--- src/rtl/uart_pkg.sv ---
// Shared UART definitions: transmit FSM state encoding and counter width helpers.
package uart_pkg;

  typedef enum logic [2:0] {
    IDLE   = 3'd0,
    FETCH  = 3'd1,
    START  = 3'd2,
    DATA   = 3'd3,
    PARITY = 3'd4,
    STOP   = 3'd5
  } tx_state_t;

  // Width of a counter that must reach clks_per_bit-1 (never narrower than 1 bit).
  function automatic int baud_cnt_width(input int clks_per_bit);
    return (clks_per_bit > 1) ? $clog2(clks_per_bit) : 1;
  endfunction

  // Width of a counter that must reach data_width-1 (never narrower than 1 bit).
  function automatic int bit_cnt_width(input int data_width);
    return (data_width > 1) ? $clog2(data_width) : 1;
  endfunction

endpackage

--- src/rtl/uart_baud_gen.sv ---
// Baud divider shared by the UART transmitter and receiver. The counter runs
// 0..CLKS_PER_BIT-1 and wraps; tick marks the last cycle of each bit period.
module uart_baud_gen
  import uart_pkg::*;
#(
  parameter int CLKS_PER_BIT = 16
) (
  input  logic clk,
  input  logic rst,
  input  logic clear,
  output logic tick
);

  localparam int               CNT_W    = baud_cnt_width(CLKS_PER_BIT);
  localparam logic [CNT_W-1:0] CNT_LAST = CNT_W'(CLKS_PER_BIT - 1);

  logic [CNT_W-1:0] cnt_r;

  // Bit-period counter: held at zero while cleared so a new bit starts aligned.
  always_ff @(posedge clk or negedge rst) begin
    if (!rst) begin
      cnt_r <= {CNT_W{1'b0}};
    end else if (clear) begin
      cnt_r <= {CNT_W{1'b0}};
    end else if (cnt_r == CNT_LAST) begin
      cnt_r <= {CNT_W{1'b0}};
    end else begin
      cnt_r <= cnt_r + CNT_W'(1);
    end
  end

  assign tick = (cnt_r == CNT_LAST);

endmodule

--- src/rtl/uart_tx_fifo_reader.sv ---
// UART transmit engine on the read side of the TX FIFO: pops one word per
// frame and shifts it out as start bit, LSB-first data, optional parity and
// stop bit(s). The line output comes straight from a flop.
module uart_tx_fifo_reader
  import uart_pkg::*;
#(
  parameter int DATA_WIDTH   = 8,
  parameter int CLKS_PER_BIT = 16,
  parameter int PARITY_EN    = 0,
  parameter int PARITY_ODD   = 0,
  parameter int STOP_BITS    = 1
) (
  input  logic                  clk,
  input  logic                  rst,
  input  logic                  tx_en,
  input  logic                  fifo_empty,
  input  logic [DATA_WIDTH-1:0] fifo_dout,
  output logic                  fifo_ren,
  output logic                  tx,
  output logic                  busy,
  output logic                  tx_done
);

  localparam int               BIT_W     = bit_cnt_width(DATA_WIDTH);
  localparam logic [BIT_W-1:0] DATA_LAST = BIT_W'(DATA_WIDTH - 1);
  localparam logic [BIT_W-1:0] STOP_LAST = BIT_W'(STOP_BITS - 1);

  // Parity of a data word; odd selects the inverted (odd) sense.
  function automatic logic calc_parity(input logic [DATA_WIDTH-1:0] data, input logic odd);
    return (^data) ^ odd;
  endfunction

  tx_state_t             state_r, next_state_s;
  logic [DATA_WIDTH-1:0] shift_r, shift_next_s;
  logic [BIT_W-1:0]      bit_cnt_r, bit_cnt_next_s;
  logic                  parity_r, parity_next_s;
  logic                  tx_r, tx_next_s;
  logic                  start_req_s;
  logic                  baud_clear_s, baud_tick_s;

  assign start_req_s = tx_en & ~fifo_empty;

  uart_baud_gen #(
    .CLKS_PER_BIT(CLKS_PER_BIT)
  ) u_baud (
    .clk  (clk),
    .rst  (rst),
    .clear(baud_clear_s),
    .tick (baud_tick_s)
  );

  // FSM state register.
  always_ff @(posedge clk or negedge rst) begin
    if (!rst) begin
      state_r <= IDLE;
    end else begin
      state_r <= next_state_s;
    end
  end

  // FSM next-state logic; bit and stop-bit boundaries come from the baud tick.
  always_comb begin
    next_state_s = state_r;
    case (state_r)
      IDLE: begin
        if (start_req_s) next_state_s = FETCH;
        else             next_state_s = IDLE;
      end
      FETCH: next_state_s = START;
      START: begin
        if (baud_tick_s) next_state_s = DATA;
        else             next_state_s = START;
      end
      DATA: begin
        if (baud_tick_s && (bit_cnt_r == DATA_LAST)) begin
          if (PARITY_EN != 0) next_state_s = PARITY;
          else                next_state_s = STOP;
        end else begin
          next_state_s = DATA;
        end
      end
      PARITY: begin
        if (baud_tick_s) next_state_s = STOP;
        else             next_state_s = PARITY;
      end
      STOP: begin
        if (baud_tick_s && (bit_cnt_r == STOP_LAST)) next_state_s = IDLE;
        else                                         next_state_s = STOP;
      end
      default: next_state_s = IDLE;
    endcase
  end

  // FSM outputs: pop strobe (gated by reset so nothing pops while held), busy, done, baud clear.
  always_comb begin
    fifo_ren     = 1'b0;
    tx_done      = 1'b0;
    baud_clear_s = 1'b0;
    case (state_r)
      IDLE: begin
        fifo_ren     = rst & start_req_s;
        baud_clear_s = 1'b1;
      end
      FETCH: baud_clear_s = 1'b1;
      STOP: begin
        if (baud_tick_s && (bit_cnt_r == STOP_LAST)) tx_done = 1'b1;
        else                                         tx_done = 1'b0;
      end
      default: begin
        fifo_ren     = 1'b0;
        tx_done      = 1'b0;
        baud_clear_s = 1'b0;
      end
    endcase
    busy = (state_r != IDLE) | fifo_ren;
  end

  // Datapath next values: load in FETCH, shift on data bit boundaries, count bits and stop bits.
  always_comb begin
    shift_next_s   = shift_r;
    bit_cnt_next_s = bit_cnt_r;
    parity_next_s  = parity_r;
    case (state_r)
      FETCH: begin
        shift_next_s   = fifo_dout;
        parity_next_s  = calc_parity(fifo_dout, (PARITY_ODD != 0));
        bit_cnt_next_s = {BIT_W{1'b0}};
      end
      DATA: begin
        if (baud_tick_s) begin
          shift_next_s = {1'b0, shift_r[DATA_WIDTH-1:1]};
          if (bit_cnt_r == DATA_LAST) bit_cnt_next_s = {BIT_W{1'b0}};
          else                        bit_cnt_next_s = bit_cnt_r + BIT_W'(1);
        end else begin
          shift_next_s = shift_r;
        end
      end
      STOP: begin
        if (baud_tick_s && (bit_cnt_r != STOP_LAST)) bit_cnt_next_s = bit_cnt_r + BIT_W'(1);
        else if (baud_tick_s)                        bit_cnt_next_s = {BIT_W{1'b0}};
        else                                         bit_cnt_next_s = bit_cnt_r;
      end
      default: begin
        shift_next_s   = shift_r;
        bit_cnt_next_s = bit_cnt_r;
        parity_next_s  = parity_r;
      end
    endcase
  end

  // Line level for the coming cycle, derived from the state being entered.
  always_comb begin
    tx_next_s = 1'b1;
    case (next_state_s)
      START:   tx_next_s = 1'b0;
      DATA:    tx_next_s = shift_next_s[0];
      PARITY:  tx_next_s = parity_next_s;
      default: tx_next_s = 1'b1;
    endcase
  end

  // Datapath registers, including the glitch-free line flop.
  always_ff @(posedge clk or negedge rst) begin
    if (!rst) begin
      shift_r   <= {DATA_WIDTH{1'b0}};
      bit_cnt_r <= {BIT_W{1'b0}};
      parity_r  <= 1'b0;
      tx_r      <= 1'b1;
    end else begin
      shift_r   <= shift_next_s;
      bit_cnt_r <= bit_cnt_next_s;
      parity_r  <= parity_next_s;
      tx_r      <= tx_next_s;
    end
  end

  assign tx = tx_r;

endmodule

--- config.mk ---
export PLATFORM = sky130hd
export DESIGN_NAME = uart_tx_fifo_reader
export DESIGN_NICKNAME = d
export VERILOG_FILES = /design/src/rtl/uart_pkg.sv /design/src/rtl/uart_baud_gen.sv /design/src/rtl/uart_tx_fifo_reader.sv
export SDC_FILE = /design/constraint.sdc
export NUM_CORES = 1
export LEC_CHECK = 0
export ABC_CLOCK_PERIOD_IN_PS = 2200
export CAP_MARGIN = 20
export CORE_ASPECT_RATIO = 0.5
export CORE_MARGIN = 10
export CORE_UTILIZATION = 35
export DETAILED_ROUTE_END_ITERATION = 7
export GPL_TIMING_DRIVEN = 0
export SETUP_SLACK_MARGIN = 0.2
export SLEW_MARGIN = 0
export SYNTH_ARGS = -nofsm -noshare
export SYNTH_HDL_FRONTEND = slang
export SYNTH_SLANG_ARGS = --single-unit
--- constraint.sdc ---
create_clock -name clk -period 2.2 [get_ports clk]
set_clock_uncertainty 0.2 [all_clocks]
set_input_delay 0.22 -clock clk [delete_from_list [all_inputs] [get_ports clk]]
set_output_delay 0.22 -clock clk [all_outputs]
set_load 0.1 [all_outputs]
# --- Word-level counts from Yosys, hierarchy flattened ---
# Index checks and enable logic that the tools add are counted.
op_classes:
  n_mux: 21
  add_sub_neg: 2
  bitwise: 4
  reduce_logical: 13
  eq_ne: 12
ops:
  columns: ["cell", "n"]
  rows:
  - ["3-bit 2-to-1 mux", 6]
  - ["3-bit case mux with 6 select lines", 1]
  - ["8-bit case mux with 2 select lines", 1]
  - ["3-bit by 2-bit equality test with 1-bit output (second input constant)", 4]
  - ["3-bit equality test (second input constant)", 4]
  - ["3-bit case mux with 3 select lines", 1]
  - ["3-bit nonzero test", 3]
  - ["1-bit 2-to-1 mux", 8]
  - ["4-bit 2-to-1 mux", 2]
  - ["8-bit 2-to-1 mux", 1]
  - ["8-bit XOR reduction", 1]
  - ["3-bit zero test", 2]
  - ["4-bit by 1-bit adder with 4-bit output (second input constant)", 1]
  - ["4-bit equality test (second input constant)", 1]
  - ["3-bit by 1-bit adder with 3-bit output (second input constant)", 1]
  - ["3-bit by 1-bit equality test with 1-bit output (second input constant)", 1]
  - ["1-bit logical AND", 3]
  - ["3-bit inequality test (second input constant)", 1]
  - ["1-bit case mux with 3 select lines", 1]
  - ["3-bit AND reduction", 1]
  - ["1-bit bitwise AND", 2]
  - ["2-bit inequality test (second input constant)", 1]
  - ["2-bit AND reduction", 1]
  - ["2-bit nonzero test", 1]
  - ["other kinds (3)", 3]
word_totals:
  out_inout_bits: 4
  reg_bits: 20
  input_bits: 12

# --- Longest topological paths before layout ---
logic_depth:
  ltp_word: 6
  mapped_depth: 6
  depth_no_buf: 6

# --- By module ---
# From an unflattened synthesis, not the netlist that was laid out.
unflattened:
  cells_unflattened: 106
  hier_area_um2: 1101.1
modules_own_cells:
  columns: ["mod", "area_each_um2", "seq_area_each_um2", "cells_per_inst", "n_inst"]
  rows:
  - ["uart_tx_fifo_reader", 922.1, 401.6, 91, 1]
  - ["uart_baud_gen", 178.9, 100.1, 15, 1]

# --- Least setup slack after synthesis ---
# No wires, ideal clock.
synth_path:
  path_type: "register to output"
  startpoint: "reg u_baud.cnt_r[0]"
  endpoint: "out tx_done"
  t_required_ps: 1780
  arrival_ps: 2847
  path_buffers: 0
  path_slack_ps: -1067
  path_stages_with_launch: 4
  path_cell_list: "dfrtp_1 -> ha_1 -> nand4_1 -> nor3_1"
synth_between:
  elab_chain_cells: 4
synth_rtl:
  columns: ["element", "line", "source"]
  rows:
  - ["from (decl)", "uart_baud_gen.sv:17", "logic [CNT_W-1:0] cnt_r;"]
  - ["from (signal assigned)", "uart_baud_gen.sv:22", "cnt_r <= {CNT_W{1'b0}};"]
  - ["from (signal assigned)", "uart_baud_gen.sv:24", "cnt_r <= {CNT_W{1'b0}};"]
  - ["from (signal assigned)", "uart_baud_gen.sv:26", "cnt_r <= {CNT_W{1'b0}};"]
  - ["4-bit equality test", "uart_baud_gen.sv:32", "assign tick = (cnt_r == CNT_LAST);"]
  - ["1-bit logical AND", "uart_tx_fifo_reader.sv:106", "if (baud_tick_s && (bit_cnt_r == STOP_LAST)) tx_done = 1'b1;"]
  - ["1-bit 2-to-1 mux", "uart_tx_fifo_reader.sv:106", null]
  - ["1-bit 2-to-1 mux", "uart_tx_fifo_reader.sv:99", "case (state_r)"]
  - ["to (decl)", "uart_tx_fifo_reader.sv:21", "output logic tx_done"]
# Every way passes these cells.

# --- Final worst setup path ---
layout_path:
  startpoint: "reg state_r[1]"
  endpoint: "out fifo_ren"
layout_between:
  elab_chain_cells: 2
layout_rtl:
  columns: ["element", "line", "source"]
  rows:
  - ["from (decl)", "uart_tx_fifo_reader.sv:33", "tx_state_t state_r, next_state_s;"]
  - ["from (signal assigned)", "uart_tx_fifo_reader.sv:57", "state_r <= next_state_s;"]
  - ["3-bit zero test", "uart_tx_fifo_reader.sv:99", null]
  - ["1-bit 2-to-1 mux", "uart_tx_fifo_reader.sv:99", null]
  - ["to (decl)", "uart_tx_fifo_reader.sv:18", "output logic fifo_ren,"]
# Every way passes these cells.

==> impl_metrics.env <==
export IMPL_status="finished, final reports clean"
export IMPL_critical_path_required_ns=1.78
export IMPL_rsz0062_at_grt="true"
export IMPL_endpoint="fifo_ren"
export IMPL_start_kind="flip-flop"
export IMPL_ys_top_cells_by_area="dfrtp_1, o22ai_1, xnor2_1, ha_1, a21oi_1"
export IMPL_clk_insertion_delay_late_ns=0.26
export IMPL_wl_um=2720
export IMPL_grt_pass1_vias=1004
export IMPL_p_sw_mw=0.665
export IMPL_top_layer_used="met4"
export IMPL_first_pass_iters=4
export IMPL_crit_type="reg -> out"
export IMPL_syn_num_nets=136
export IMPL_ys_seq_area_share_pct=42.3
export IMPL_fp_row_count=14
export IMPL_clk_pin_slew_ns=0.08
export IMPL_met1_length_um=1320
export IMPL_vias=942
export IMPL_synth_most_common_cell="dfrtp_1"
export IMPL_hold_path_class="reg -> reg"
export IMPL_cts_buffers=3
export IMPL_finalCriticalPeriod_ns=1.97
export IMPL_clock_sinks=20
export IMPL_dp_hpwl_um=1920
export IMPL_areaGrowthSynthToFinish_pct=28.6
export IMPL_fp_dieH_um=61.2
export IMPL_start_util_pct=38.1
export IMPL_finalNetCount=159
export IMPL_r2r_end="tx"
export IMPL_crit_arrival_ns=1.55
export IMPL_yosys_area_top_type="dfrtp_1"
export IMPL_antenna_found_initial=0
export IMPL_worst_slack_ns=0.232
export IMPL_final_cells=182
export IMPL_relSlewSlack_pct=39.4
export IMPL_async_flop_share_pct=100
export IMPL_place_area_sq_um=1400
export IMPL_hold_viol_final=0
export IMPL_seq_power_share_pct=39.3
export IMPL_grt_max_degree=20
export IMPL_end_kind="output port"
export IMPL_drc=0
export IMPL_n_antenna_cell=0
export IMPL_min_period_over_period_pct=89.5
export IMPL_cts_htree_levels=1
export IMPL_yosys_warnings=0
export IMPL_p_sw_share_pct=39.3
export IMPL_dp_cells=175
export IMPL_post_place_ws_ns=-1.10
export IMPL_startpoint="state_r[1]"
export IMPL_design_area_sq_um=1530
export IMPL_fp_dieArea_sq_um=6260
export IMPL_synth_common_cells="dfrtp_1, o22ai_1, a21oi_1"
export IMPL_die_w_um=102
export IMPL_clockPowerShare_pct=15.2
export IMPL_netlist_area_leader_share_pct=40.0
export IMPL_netlist_area_sq_um=1190
export IMPL_holdWs_ns=0.313
export IMPL_drive_above_1_share_pct=21.8
export IMPL_root_buffer="clkbuf_8"
export IMPL_dr_wl_met2_um=1260
export IMPL_grt_overflow_total=0
export IMPL_clockBufferDepth=2
export IMPL_power_leakage_nw=0.624
export IMPL_r2r_cells=6
export IMPL_grtUsageTotal_pct=9.48
export IMPL_ir_worst_vdd_mv=0.408
export IMPL_routed_wl_met3_um=95
export IMPL_p_int_mw=1.03
export IMPL_cts_tree="yes"
export IMPL_drt_iter0_markers=42
export IMPL_p_per_area_nw_per_um2=1110
export IMPL_io_pins=16
export IMPL_numPortBuffers=15
export IMPL_synth_cells=120
export IMPL_ant_nets=0
export IMPL_grt_pass1_wl_um=4710
export IMPL_viasPerCell=5.18
export IMPL_timing_fmax_mhz=508
export IMPL_ys_flop_type="dfrtp_1"
export IMPL_setup_viol=0
export IMPL_rrSetupSlack_ns=0.40
export IMPL_gp_congestion=0.781
export IMPL_crit_reg2reg_launch="u_baud.cnt_r[0]"
export IMPL_synth_cell_types=42
export IMPL_core_area_sq_um=3120
export IMPL_synth_seq_cells=20
export IMPL_wire_per_inst_um=14.9
export IMPL_cp_max_fo=10
export IMPL_synth_edf_count=0
export IMPL_drv_cap=0
export IMPL_slew_viol_final=0
export IMPL_tightest_slew_ns=0.906
export IMPL_synth_avg_cell_area_sq_um=9.89
export IMPL_pwr_share_comb_pct=45.6
==> how the worst min path moves through the flow <==
stage               startpoint         endpoint  slack [ns]  cells after the start
5_1_grt             shift_r[7]       shift_r[7]        0.33                      1
6_report       u_baud.cnt_r[0]  u_baud.cnt_r[0]        0.31                      1
4_1_cts             shift_r[7]       shift_r[7]        0.32                      1
3_5_place_dp        shift_r[7]       shift_r[7]        0.29                      1
3_3_place_gp   u_baud.cnt_r[0]  u_baud.cnt_r[0]        0.29                      1
2_1_floorplan              rst     bit_cnt_r[0]       -0.28                      0
==> through the flow <==
step | TNS (ns) | power, mW | utilization, %
floorplan | 0 | 1.24 | -
global placement | -2.48 | 1.39 | 44.9
detailed placement | -2.54 | 1.41 | 44.9
CTS | 0 | 1.70 | 48.4
global route | 0 | 1.84 | 49.0
finish | 0 | 1.69 | 49.0
==> sequential cells by signal, summed over array words and instances, names as in the netlist <==
| name | flops |
|---|---|
| u_baud.cnt_r | 4 |
| parity_r | 1 |
| bit_cnt_r | 3 |
| tx | 1 |
| state_r | 3 |
| shift_r | 8 |
==> cell families (layout without fill, tap and decap cells) <==
family / count (synthesis) / in the layout / share of synthesized area [%]
AO/OA/AOI/OAI: 37 / 37 / 21.9
AND/OR/NAND/NOR: 37 / 37 / 18.3
flip-flops: 20 / 20 / 42.3
buffers and inverters: 11 / 33 / 4.74
XOR/XNOR: 8 / 8 / 5.90
adder cells (fa/ha/maj): 4 / 4 / 4.22
multiplexers: 3 / 3 / 2.63
==> power by group through the flow <==
stage | registers, mW | logic, mW | clock network (mW)
finish | 0.664 | 0.771 | 0.257
global route | 0.688 | 0.868 | 0.279
CTS | 0.659 | 0.776 | 0.269
detailed placement | 0.658 | 0.751 | 0
global placement | 0.650 | 0.740 | 0
floorplan | 0.698 | 0.542 | 0
==> routing by layer <==
metal  vias to the layer above  GRT usage (%)
met5                         -              0
met4                         0           3.59
met3                         4           2.35
met2                        16           16.1
met1                       435           11.6
li1                        487              -
==> critical path: stages, from the launching register on <==
cell and delay (ns):
dfrtp_1 0.38, buf_4 0.17, buf_6 0.15, nor3_4 0.18, and3_2 0.22, buf_12 0.17
==> area by class of cell <==
type	instances	area, sq um
repair buffers	18	198
inverters	5	18.8
flip-flops and latches	20	503
fillers	308	1590
clock buffers	4	45.0
multi-input cells	89	666
plain buffers	6	46.3
well taps	40	50.0
==> cell usage in the layout (no fill, tap or decap), types with 2 or more instances in the layout <==
master / count
clkbuf_8: 3
dfrtp_1: 18
ha_1: 3
nand4_1: 3
nand2_1: 6
o21ai_0: 3
xnor2_1: 8
nor2b_1: 4
nor3_4: 2
o22ai_1: 12
nand3_1: 5
mux2i_1: 2
clkdlybuf4s50_1: 10
inv_1: 5
nor2_1: 3
buf_12: 2
nand2b_1: 3
dlygate4sd3_1: 2
buf_4: 6
a21oi_1: 9
clkdlybuf4s15_2: 2
==> repair_timing <==
| item | in CTS | in global routing |
|---|---|---|
| hold buffers | 2 | 0 |
| gates resized for setup | 33 | 7 |
| hold endpoints to repair | 19 | 0 |
| setup buffers | 1 | 0 |
| setup endpoints to repair | 4 | 3 |
| gates cloned | 0 | 0 |
| pin swaps | 1 | 1 |
No activity file was read; power rests on OpenSTA's default activity.
